--- src/rtl/bf_pipe.sv ---
// Elastic stage buffer: DEPTH chained valid/data registers with valid/ready at both ends.
// Bubbles collapse toward the output, FLUSH squashes everything, COUNT tracks occupancy.
module bf_pipe #(
  parameter int WIDTH = 32,
  parameter int DEPTH = 2,
  parameter int CW    = $clog2(DEPTH + 1)
) (
  input  logic             CLK,
  input  logic             RST,
  input  logic [WIDTH-1:0] IN,
  input  logic             IN_VALID,
  output logic             IN_READY,
  output logic [WIDTH-1:0] OUT,
  output logic             OUT_VALID,
  input  logic             OUT_READY,
  input  logic             FLUSH,
  output logic [CW-1:0]    COUNT
);

  logic [DEPTH-1:0] r_v;
  logic [WIDTH-1:0] r_d [DEPTH];
  logic [CW-1:0]    r_count;
  logic [DEPTH:0]   w_rdy;
  logic             w_in_xfer;
  logic             w_out_xfer;

  // Stage k may load when it is empty or everything downstream of it can move.
  always_comb begin
    logic acc;
    acc          = OUT_READY;
    w_rdy        = '0;
    w_rdy[DEPTH] = OUT_READY;
    for (int k = DEPTH - 1; k >= 0; k--) begin
      acc      = ~r_v[k] | acc;
      w_rdy[k] = acc;
    end
  end

  assign IN_READY   = w_rdy[0] & ~FLUSH & ~RST;
  assign OUT_VALID  = r_v[DEPTH-1];
  assign OUT        = r_v[DEPTH-1] ? r_d[DEPTH-1] : '0;
  assign COUNT      = r_count;
  assign w_in_xfer  = IN_VALID & IN_READY;
  assign w_out_xfer = OUT_VALID & OUT_READY & ~FLUSH;

  always_ff @(posedge CLK or posedge RST) begin
    if (RST) begin
      r_v <= '0;
      for (int k = 0; k < DEPTH; k++) r_d[k] <= '0;
    end else if (FLUSH) begin
      r_v <= '0;
      for (int k = 0; k < DEPTH; k++) r_d[k] <= '0;
    end else begin
      if (w_rdy[0]) begin
        r_v[0] <= IN_VALID;
        if (IN_VALID) r_d[0] <= IN;
      end
      // Data only moves with a valid word; emptied stages keep stale data behind a cleared valid.
      for (int k = 1; k < DEPTH; k++) begin
        if (w_rdy[k]) begin
          r_v[k] <= r_v[k-1];
          if (r_v[k-1]) r_d[k] <= r_d[k-1];
        end
      end
    end
  end

  always_ff @(posedge CLK or posedge RST) begin
    if (RST) begin
      r_count <= '0;
    end else if (FLUSH) begin
      r_count <= '0;
    end else begin
      case ({w_in_xfer, w_out_xfer})
        2'b10:   r_count <= r_count + 1'b1;
        2'b01:   r_count <= r_count - 1'b1;
        default: r_count <= r_count;
      endcase
    end
  end

endmodule

--- config.mk ---
export PLATFORM = sky130hd
export DESIGN_NAME = bf_pipe
export DESIGN_NICKNAME = d
export VERILOG_FILES = /design/src/rtl/bf_pipe.sv
export SDC_FILE = /design/constraint.sdc
export NUM_CORES = 1
export LEC_CHECK = 0
export ABC_AREA = 1
export CORE_UTILIZATION = 40
export DETAILED_ROUTE_END_ITERATION = 16
export PLACE_DENSITY = 0.69
export SETUP_SLACK_MARGIN = 0.1
export SLEW_MARGIN = 40
export SYNTH_ARGS = -nofsm -noshare
export SYNTH_HDL_FRONTEND = slang
export SYNTH_SLANG_ARGS = --single-unit
--- constraint.sdc ---
create_clock -name CLK -period 2.05 [get_ports CLK]
set_input_delay 0.41 -clock CLK [delete_from_list [all_inputs] [get_ports CLK]]
set_output_delay 0.41 -clock CLK [all_outputs]
set_load 0.05 [all_outputs]
Word-level counts from Yosys, hierarchy flattened
Cells that the tools add are included.
W data, S select, Z words.
Word-level totals
  bits in registers: 68
Cells by class
  $add $sub $neg: 2
  eq/ne operators: 2
  muxes and demuxes: 11
  bitwise logic cells: 11
  reduce and logical (&&, ||, !) cells: 7
Operators with widths (count)
  $mux W32: 5
  $mux W64: 1
  $reduce_bool A2 Y1: 4
  $and A1 B1 Y1: 5
  $mux W2: 2
  $not A1 Y1: 4
  $pmux W2 S2: 1
  $reduce_and A2 Y1: 2
  $reduce_bool A3 Y1: 1
  $add A2 B1 Y2 const B: 1
  $eq A2 B1 Y1 const B: 1
  $eq A2 B2 Y1 const B: 1
  $mux W1: 2
  $or A1 B1 Y1: 2
  $sub A2 B1 Y2 const B: 1

Depth between registers and ports, before layout
Gate-level depths: netlist (run 1).
  depth after elaboration: 9
  depth in mapped cells: 8

Worst setup path after synthesis (run 1)
No wires, ideal clock.
  kind: reg-to-output
  start: reg r_v[1]
  end: out OUT[10]
  data arrival time: 1.472 ns
  required time: 1.640 ns
  path slack: 0.168 ns
  stages on the path, launching flop included: 5
  path buffers: 2
  path through: dfrtp_1 -> buf_6 -> clkbuf_1 -> nand2_1 -> inv_1
Between the ends
  word-level cells in the longest chain between the ends: 1
Ends and longest elaborated chain
  from (decl): RTL line 20  | logic [DEPTH-1:0] r_v;
  from (signal, indexed assignment): RTL line 61  | r_v[k] <= r_v[k-1];
  $mux W32: RTL line 41  | assign OUT = r_v[DEPTH-1] ? r_d[DEPTH-1] : '0;
  to (decl): RTL line 13  | output logic [WIDTH-1:0] OUT,
Every way passes these cells.

Final worst setup path (run 1)
  start: in FLUSH
  end: out IN_READY
Between the ends
  word-level cells in the longest chain between the ends: 3
Ends and longest elaborated chain
  from (decl): RTL line 16  | input logic FLUSH,
  $not A1 Y1: RTL line 39  | assign IN_READY = w_rdy[0] & ~FLUSH & ~RST;
  $and A1 B1 Y1 (2 in a row): RTL line 39
  to (decl): RTL line 12  | output logic IN_READY,
Every way passes these cells.

==> results of run 1 <==
[area by class of cell]
| class | count | share of cell area, % |
|---|---|---|
| flip-flops and latches | 68 | 38.8 |
| clock buffers | 12 | 3.53 |
| well taps | 99 | 2.82 |
| inverters | 69 | 5.99 |
| clock inverters | 4 | 1.08 |
| repair buffers | 83 | 26.6 |
| multi-input cells | 189 | 21.2 |
[report_power, final]
part / total [mW] / internal [mW] / switching, mW
logic: 0.380 / 0.160 / 0.219
clock network: 1.10 / 0.625 / 0.472
registers: 1.44 / 1.41 / 0.0285
[worst paths after layout]
kind / startpoint / endpoint / slack [ns] / cells past startpoint
worst max-delay path: FLUSH / IN_READY / 0.17 / 5
worst min-delay path: r_d[20] / r_d[20] / 0.51 / 2
worst max register to register: r_v[1] / r_d[14] / 0.68 / 6
worst min register to register: r_d[20] / r_d[20] / 0.51 / 2
max in group asynchronous: RST / r_d[53] / 1.18 / 3
min in group asynchronous: RST / r_d[61] / 0.55 / 3
[metal layers]
metal	routed length (µm)	share of wire, %	up-vias	GRT usage, %
li1	-	-	1245	-
met1	2860	45	1219	20.3
met2	3250	51	51	29.7
met3	209	3.3	4	3.89
met4	49	0.77	0	7.65
met5	0	0	-	0
[critical path, cell delays in order]
cell and delay, ns:
clkdlybuf4s50_1 0.53, nor2_2 0.21, nand2_1 0.08, inv_1 0.05, buf_4 0.18
[placed cells by master (no fill, tap or decap)]
| cell | Yosys | final |
|---|---|---|
| clkbuf_8 | 0 | 11 |
| clkdlybuf4s50_1 | 0 | 36 |
| inv_1 | 68 | 67 |
| clkinv_2 | 0 | 2 |
| clkbuf_1 | 4 | 1 |
| nand2_4 | 2 | 2 |
| nand3b_1 | 2 | 2 |
| nand3_4 | 1 | 1 |
| bufinv_16 | 0 | 1 |
| nand3_2 | 2 | 2 |
| nand3_1 | 64 | 64 |
| nand4_1 | 1 | 1 |
| dfrtp_1 | 68 | 68 |
| nor2_2 | 1 | 1 |
| clkinvlp_4 | 0 | 2 |
| dlygate4sd2_1 | 0 | 2 |
| a21oi_1 | 2 | 2 |
| buf_12 | 0 | 36 |
| nand2_1 | 46 | 46 |
| o21ai_0 | 26 | 26 |
| buf_4 | 4 | 9 |
| inv_2 | 1 | 1 |
| o21ai_1 | 39 | 39 |
| nor2_1 | 2 | 2 |
| xor2_1 | 1 | 1 |
[registers in the layout (all words and copies together) (netlist names)]
register  count
COUNT         2
r_d          64
r_v           2
[synthesized netlist by cell type (all sizes together)]
master  instances
nand3b          2
nand4           1
xor2            1
inv            69
clkbuf          6
buf            17
nor2            3
nand3          67
a21oi           2
dfrtp          68
nand2          48
o21ai          65
[cells by family after synthesis]
kind of cell	Yosys count	synth area share [%]
DFF	68	55.2
xor gates and xnor gates	1	0.284
buffers and inverters	92	14.5
and+or+nand+nor	121	19.1
AOI/OAI and AO/OA	67	10.9
[per-stage QoR]
| step | instance area (µm²) | hold slack, ns | std cells | utilization, % | worst slack (ns) |
|---|---|---|---|---|---|
| 3_3_place_gp | 4190 | 0.492 | 508 | 57.1 | 0.204 |
| 2_1_floorplan | 3090 | 0.473 | 349 | - | 0.168 |
| 3_5_place_dp | 4190 | 0.499 | 508 | 57.1 | 0.169 |
| 4_1_cts | 4390 | 0.514 | 524 | 59.9 | 0.170 |
| 6_report | 4390 | 0.508 | 524 | 59.9 | 0.169 |
| 5_1_grt | 4390 | 0.531 | 524 | 59.9 | 0.122 |
[what timing repair did]
item	4_1_cts	5_1_grt
endpoints found under the setup margin	2	0
resized for setup	2	0
setup buffers	0	0
hold buffers	0	0
==> impl_metrics.ini, run 1 <==
[sta]
finalSetupTns_ns = 0
finalSetupViolCount = 0
rsz0062_at_grt = no
finalHoldViolations = 0
worst_pin_slew_ns = 0.484
fin_skew_ns = 0.00561
relSlewSlack_pct = 67.8
fmax_mhz = 532
drv_slew = 0
period_needed_ns = 1.88
finalCritPeriodShare_pct = 91.7

[layout]
finalNetCount = 457
drive_gt1_share_pct = 16.0
regArea_um2 = 1700
multiInputGateArea_um2 = 932
antenna-diode-count = 0
fillerInstances = 641
area.growth.synth_to_final_pct = 42.4

[clocking]
path_clk_slew_ns = 0.07
cts.sinks = 68
cts_tree = yes
root_buffer = clkbuf_8
insertion_delay_ns = 0.33
clk_path_buf_depth = 2
cts_made_buffers = 9
cts_htree_levels = 3

[logic_synthesis]
synth_area_um2 = 3080
syn_avg_cell_area_um2 = 8.83
ys_ff_latch = 68
synth_seq_area_share_pct = 55.2
synth.net_count = 386
synth_top_cells_by_area = dfrtp_1, nand3_1, inv_1
synth.top_cell.area_share_pct = 55.2
yosysTopAreaCell = dfrtp_1
synth_cell_types = 21
yosysWarnings = 0
syn_inst = 349

[global_route]
grt_overflow = 0
grt_pass1_vias = 2515
grt_antenna_before_repair = 0
grt_pass1_wl_um = 11200
grt_max_degree = 69
grt_usage_pct = 17.2

[route]
drt_iter0_drc = 106
first_pass_iters = 4
avgRoutedWirePerCell_um = 12.2
via_count = 2519
ant_nets = 0
wirelength_um = 6370
drc_errors = 0
drt-vias-per-instance = 4.81

[outcome]
status = complete, no violations

[pwr]
power.total_mw = 2.92
pwr_density_cell_nw_per_um2 = 665
p_leak_nw = 2.19
ir_drop_uv = 472

[setup_path]
crit_arrival_ns = 1.47
cp.required_ns = 1.64
start_kind = primary input
path_class = in -> out
critPathCaptureType = output pin
critPathMaxFanout = 7

[floorplanning]
die_h_um = 89.8
die-area_um2 = 8060
ioPinCount = 73
die_w_um = 89.8
fp-row-count = 31
core_um2 = 7330
start_util_pct = 42.0

[worst_hold_path]
hold_path.class = reg -> reg

[job]
drv_cap = 0

[place]
dp_hpwl_um = 4370
io_buffers = 72
gp_congestion = 0.768
(Power assumes the default switching activity.)
==> run 2, diff against run 1 <==
--- a/config.mk
+++ b/config.mk
@@ -8,7 +8,7 @@
 export ABC_AREA = 1
 export CORE_UTILIZATION = 40
 export DETAILED_ROUTE_END_ITERATION = 16
-export PLACE_DENSITY = 0.69
+export PLACE_DENSITY = 0.67
 export SETUP_SLACK_MARGIN = 0.1
 export SLEW_MARGIN = 40
 export SYNTH_ARGS = -nofsm -noshare
==> run 2 against run 1 <==
Net effect:
- critical path depth unchanged
- sequential share of layout area fell by 0.077 points
- maximum frequency increased by 2.1%
- core utilization up 0.12 points
- clock power barely moved
- largest power group unchanged
- non-clock buffer count shrank 2
- design area up 0.20%
- clock skew up 0.00068 ns
- total power is 0.15% higher
- largest cell class unchanged
- final cell count down 0.38%
- global-route usage rose by 0.21 points
==> impl_metrics.ini, run 2 (synthesis results as in run 1) <==
[global_route]
grt_pass1_vias = 2598
grt_overflow = 0
grt_max_degree = 69
grt_usage_pct = 17.4
grt_pass1_wl_um = 11300
grt_antenna_before_repair = 0

[place]
dp_cells = 506
place_area_um2 = 4200
pre_cts_slack_ns = 0.164
io_buffers = 72
dp_hpwl_um = 4350
gp_congestion = 0.757

[layout]
regArea_um2 = 1700
finalNetCount = 455
antenna-diode-count = 0
largest_reg_flops = 64
final_util_pct = 60.0
area.growth.synth_to_final_pct = 42.7
final_cell_mix = dfrtp_1, inv_1, nand3_1
fin_cells = 522
drive_gt1_share_pct = 15.8
regMostFlops = r_d
final_common_cell = dfrtp_1
fillerInstances = 599
multiInputGateArea_um2 = 932
final_area_um2 = 4400

[route]
ant_nets = 0
avgRoutedWirePerCell_um = 12.3
first_pass_iters = 4
via_count = 2549
drt_iter0_drc = 112
drc_errors = 0
wirelength_um = 6440
drt-vias-per-instance = 4.88

[sta]
whs_ns = 0.509
worst_slack_ns = 0.207
fin_skew_ns = 0.00628
finalSetupViolCount = 0
rsz0062_at_grt = no
finalCritPeriodShare_pct = 89.9
finalHoldViolations = 0
worst_pin_slew_ns = 0.495
period_needed_ns = 1.84
fmax_mhz = 543
relSlewSlack_pct = 67.1
finalSetupTns_ns = 0
drv_slew = 0

[clocking]
cts.sinks = 68
clk_path_buf_depth = 2
cts_hold_buf = 0
cts_tree = yes
cts_made_buffers = 9
path_clk_slew_ns = 0.07
root_buffer = clkbuf_8
cts_htree_levels = 3
insertion_delay_ns = 0.34
cts_setup_buffers = 0

[worst_hold_path]
hold_depth = 2
worstHoldStart = r_d[22]
min_to = r_d[22]
hold_path.class = reg -> reg

[floorplanning]
die_h_um = 89.8
die-area_um2 = 8060
fp-row-count = 31
die_w_um = 89.8
core_um2 = 7330
ioPinCount = 73
start_util_pct = 42.0

[pwr]
ir_drop_uv = 322
p_leak_nw = 2.19
pwr_density_cell_nw_per_um2 = 664
power.total_mw = 2.92

[setup_path]
critPathMaxFanout = 7
start_kind = primary input
path_class = in -> out
cp.required_ns = 1.64
worstReg2RegStart = r_v[1]
worstRegToRegCells = 4
rr_endpoint = r_d[23]
crit_arrival_ns = 1.43
critPathCaptureType = output pin
ff2ff_setup_slack_ns = 0.74

[job]
drv_cap = 0

[outcome]
status = complete, no violations
## run 2: metal layers
| metal | vias to the layer above | global-route usage, % | part of all wire (%) |
|---|---|---|---|
| met5 | - | 0 | 0 |
| met4 | 0 | 7.92 | 2.1 |
| met3 | 12 | 3.05 | 4.4 |
| met2 | 73 | 30.8 | 51 |
| met1 | 1218 | 20.5 | 43 |
| li1 | 1246 | - | - |
## run 2: how the worst max path moves through the flow
stage / from / depth (start not counted) / slack (ns) / endpoint
2_1_floorplan: r_v[1] / 4 / 0.17 / OUT[10]
3_3_place_gp: FLUSH / 5 / 0.19 / IN_READY
3_5_place_dp: FLUSH / 5 / 0.16 / r_d[23]
4_1_cts: FLUSH / 5 / 0.18 / IN_READY
5_1_grt: FLUSH / 5 / 0.11 / IN_READY
6_report: FLUSH / 5 / 0.21 / IN_READY
## run 2: report_power, final
part           switching [mW]  internal, mW  total, mW
clock network           0.510         0.592       1.10
logic                   0.216         0.162      0.378
registers              0.0299          1.41       1.44
total                   0.755          2.17       2.92
## run 2: cell type report
type                    instances  share of cell area (%)
clock buffers                  10                    3.13
clock inverters                 6                    1.45
inverters                      69                    5.97
multi-input cells             189                    21.2
flip-flops and latches         68                    38.7
well taps                      99                    2.82
repair buffers                 81                    26.7
## run 2: timing repair
action	in CTS	in global routing
pin swaps	0	1
resized for setup	2	0
endpoints found under the hold margin	0	0
gates cloned	0	0
endpoints found under the setup margin	2	1
## run 2: critical path, stage by stage
cell             delay (ns)
clkdlybuf4s50_1        0.53
nor2_2                 0.19
nand2_1                0.07
inv_1                  0.05
buf_4                  0.18
==> run 3, diff against run 2 <==
--- a/config.mk
+++ b/config.mk
@@ -6,6 +6,8 @@
 export NUM_CORES = 1
 export LEC_CHECK = 0
 export ABC_AREA = 1
+export CORE_ASPECT_RATIO = 0.5
+export CORE_MARGIN = 2
 export CORE_UTILIZATION = 40
 export DETAILED_ROUTE_END_ITERATION = 16
 export PLACE_DENSITY = 0.67
==> run 3 against run 2 <==
Net effect:
- sequential power about the same
- global-route usage decreased by 0.32 points
- clock power rose by 18%
- design area grew 1.4%
- total power grew 7.1%
- hold slack got worse by 0.0030 ns
- critical path depth did not move
- core utilization is 0.21 points higher
- register-to-register slack got worse by 0.08 ns
- largest cell class unchanged
==> impl_metrics.ini, run 3 (synthesis results as in run 1) <==
[outcome]
status = complete, no violations

[floorplanning]
fp-row-count = 22
die_h_um = 66.1
core_um2 = 7400
start_util_pct = 41.6
die_w_um = 128
die-area_um2 = 8460
ioPinCount = 73

[setup_path]
timing.critical_path.from = FLUSH
worstSetupPathDepth = 5
cpPeakStageDelay_ns = 0.53
cp_slowest_cell = clkdlybuf4s50_1
start_kind = primary input
path_buf_inv = 3
critPathMaxFanout = 7
cp.required_ns = 1.64
worstRegToRegCells = 7
endpoint = IN_READY
rr_endpoint = r_d[42]
path_class = in -> out
worstReg2RegStart = r_v[1]
crit_family = buffers and inverters
critPathCaptureType = output pin
ff2ff_setup_slack_ns = 0.66
path_cells = clkdlybuf4s50_1 > nor2_2 > nand2_1 > inv_1 > buf_4
crit_arrival_ns = 1.45

[clocking]
cts_tree = yes
root_buffer = clkbuf_16
insertion_delay_ns = 0.32
cts_made_buffers = 9
clk_path_buf_depth = 2
cts_setup_buffers = 0
cts.sinks = 68
path_clk_slew_ns = 0.05
cts_htree_levels = 3

[route]
drt-vias-per-instance = 4.77
avgRoutedWirePerCell_um = 12.3
first_pass_iters = 4
drc_errors = 0
via_count = 2483
wirelength_um = 6430
drt_iter0_drc = 119
ant_nets = 0

[worst_hold_path]
hold_path.class = reg -> reg

[place]
io_buffers = 72
pre_cts_slack_ns = 0.179
gp_congestion = 0.747
dp_hpwl_um = 4320
dp_cells = 506

[sta]
finalHoldViolations = 0
period_needed_ns = 1.86
fin_skew_ns = 0.00461
worst_pin_slew_ns = 0.507
rsz0062_at_grt = no
fmax_mhz = 537
relSlewSlack_pct = 66.1
finalSetupViolCount = 0
drv_slew = 0
finalSetupTns_ns = 0
worst_slack_ns = 0.188
finalCritPeriodShare_pct = 90.8

[global_route]
grt_overflow = 0
grt_max_degree = 69
grt_antenna_before_repair = 0
grt_usage_pct = 17.0
grt_pass1_wl_um = 11200
grt_pass1_vias = 2479

[layout]
final_common_cell = dfrtp_1
area.growth.synth_to_final_pct = 44.7
final_cell_mix = dfrtp_1, inv_1, nand3_1
fin_cells = 521
finalNetCount = 458
drive_gt1_share_pct = 15.5
largest_reg_flops = 64
antenna-diode-count = 0
regMostFlops = r_d
fillerInstances = 647

[job]
drv_cap = 0

[pwr]
pwr_density_cell_nw_per_um2 = 702
power.total_mw = 3.13
ir_drop_uv = 443
p_leak_nw = 2.24
[run 3: cell types whose count changed in the layout (fill, tap and decap cells not counted), moves of 2 or more]
cell | before | now
clkbuf_8 | 10 | 0
clkbuf_1 | 0 | 3
buf_4 | 5 | 9
clkbuf_16 | 0 | 9
clkinvlp_4 | 3 | 1
[run 3: how the worst min path moves through the flow]
stage | endpoint | start | cells past startpoint | slack (ns)
6_report | r_d[20] | r_d[20] | 2 | 0.51
5_1_grt | r_d[34] | r_d[34] | 2 | 0.53
4_1_cts | r_d[12] | r_d[12] | 2 | 0.51
3_5_place_dp | r_d[12] | r_d[12] | 2 | 0.50
3_3_place_gp | r_d[22] | r_d[22] | 2 | 0.49
2_1_floorplan | r_v[0] | FLUSH | 1 | 0.47
[run 3: area by class of cell]
type,instances,area [µm²],share of cell area (%)
inverter,69,263,5.89
clock inverter,3,15.0,0.337
timing repair buffer,84,1190,26.7
sequential,68,1700,38.2
tap,96,120,2.69
clock buffer,12,236,5.30
multi-input combinational,189,932,20.9
[run 3: worst min-delay path, cell delays in order, from the launching register on]
cell and delay, ns:
dfrtp_1 0.34, nand3_1 0.07, o21ai_0 0.06
[run 3: power breakdown]
| part | switching [mW] | total, mW | leakage (nW) | internal, mW |
|---|---|---|---|---|
| registers | 0.0277 | 1.44 | 0.909 | 1.42 |
| logic | 0.220 | 0.385 | 1.20 | 0.165 |
| clock network | 0.499 | 1.30 | 0.126 | 0.804 |
| total | 0.746 | 3.13 | 2.24 | 2.38 |
[run 3: timing repair]
item,4_1_cts,5_1_grt
gates resized for setup,1,1
pin swaps,0,0
endpoints found under the setup margin,1,1
hold buffers,0,0
[run 3: routing by layer]
layer / global-route usage (%) / share of wire [%]
met5: 0 / 0
met4: 6.18 / 1.2
met3: 5.34 / 3.4
met2: 29.9 / 50
met1: 20.0 / 46
[run 3: through the flow]
step	cell area, µm²	util [%]	hold WS, ns
global placement	4210	56.8	0.491
detailed placement	4210	56.8	0.499
CTS	4460	60.2	0.511
finish	4460	60.2	0.506
global route	4460	60.2	0.531
floorplan	3090	-	0.473
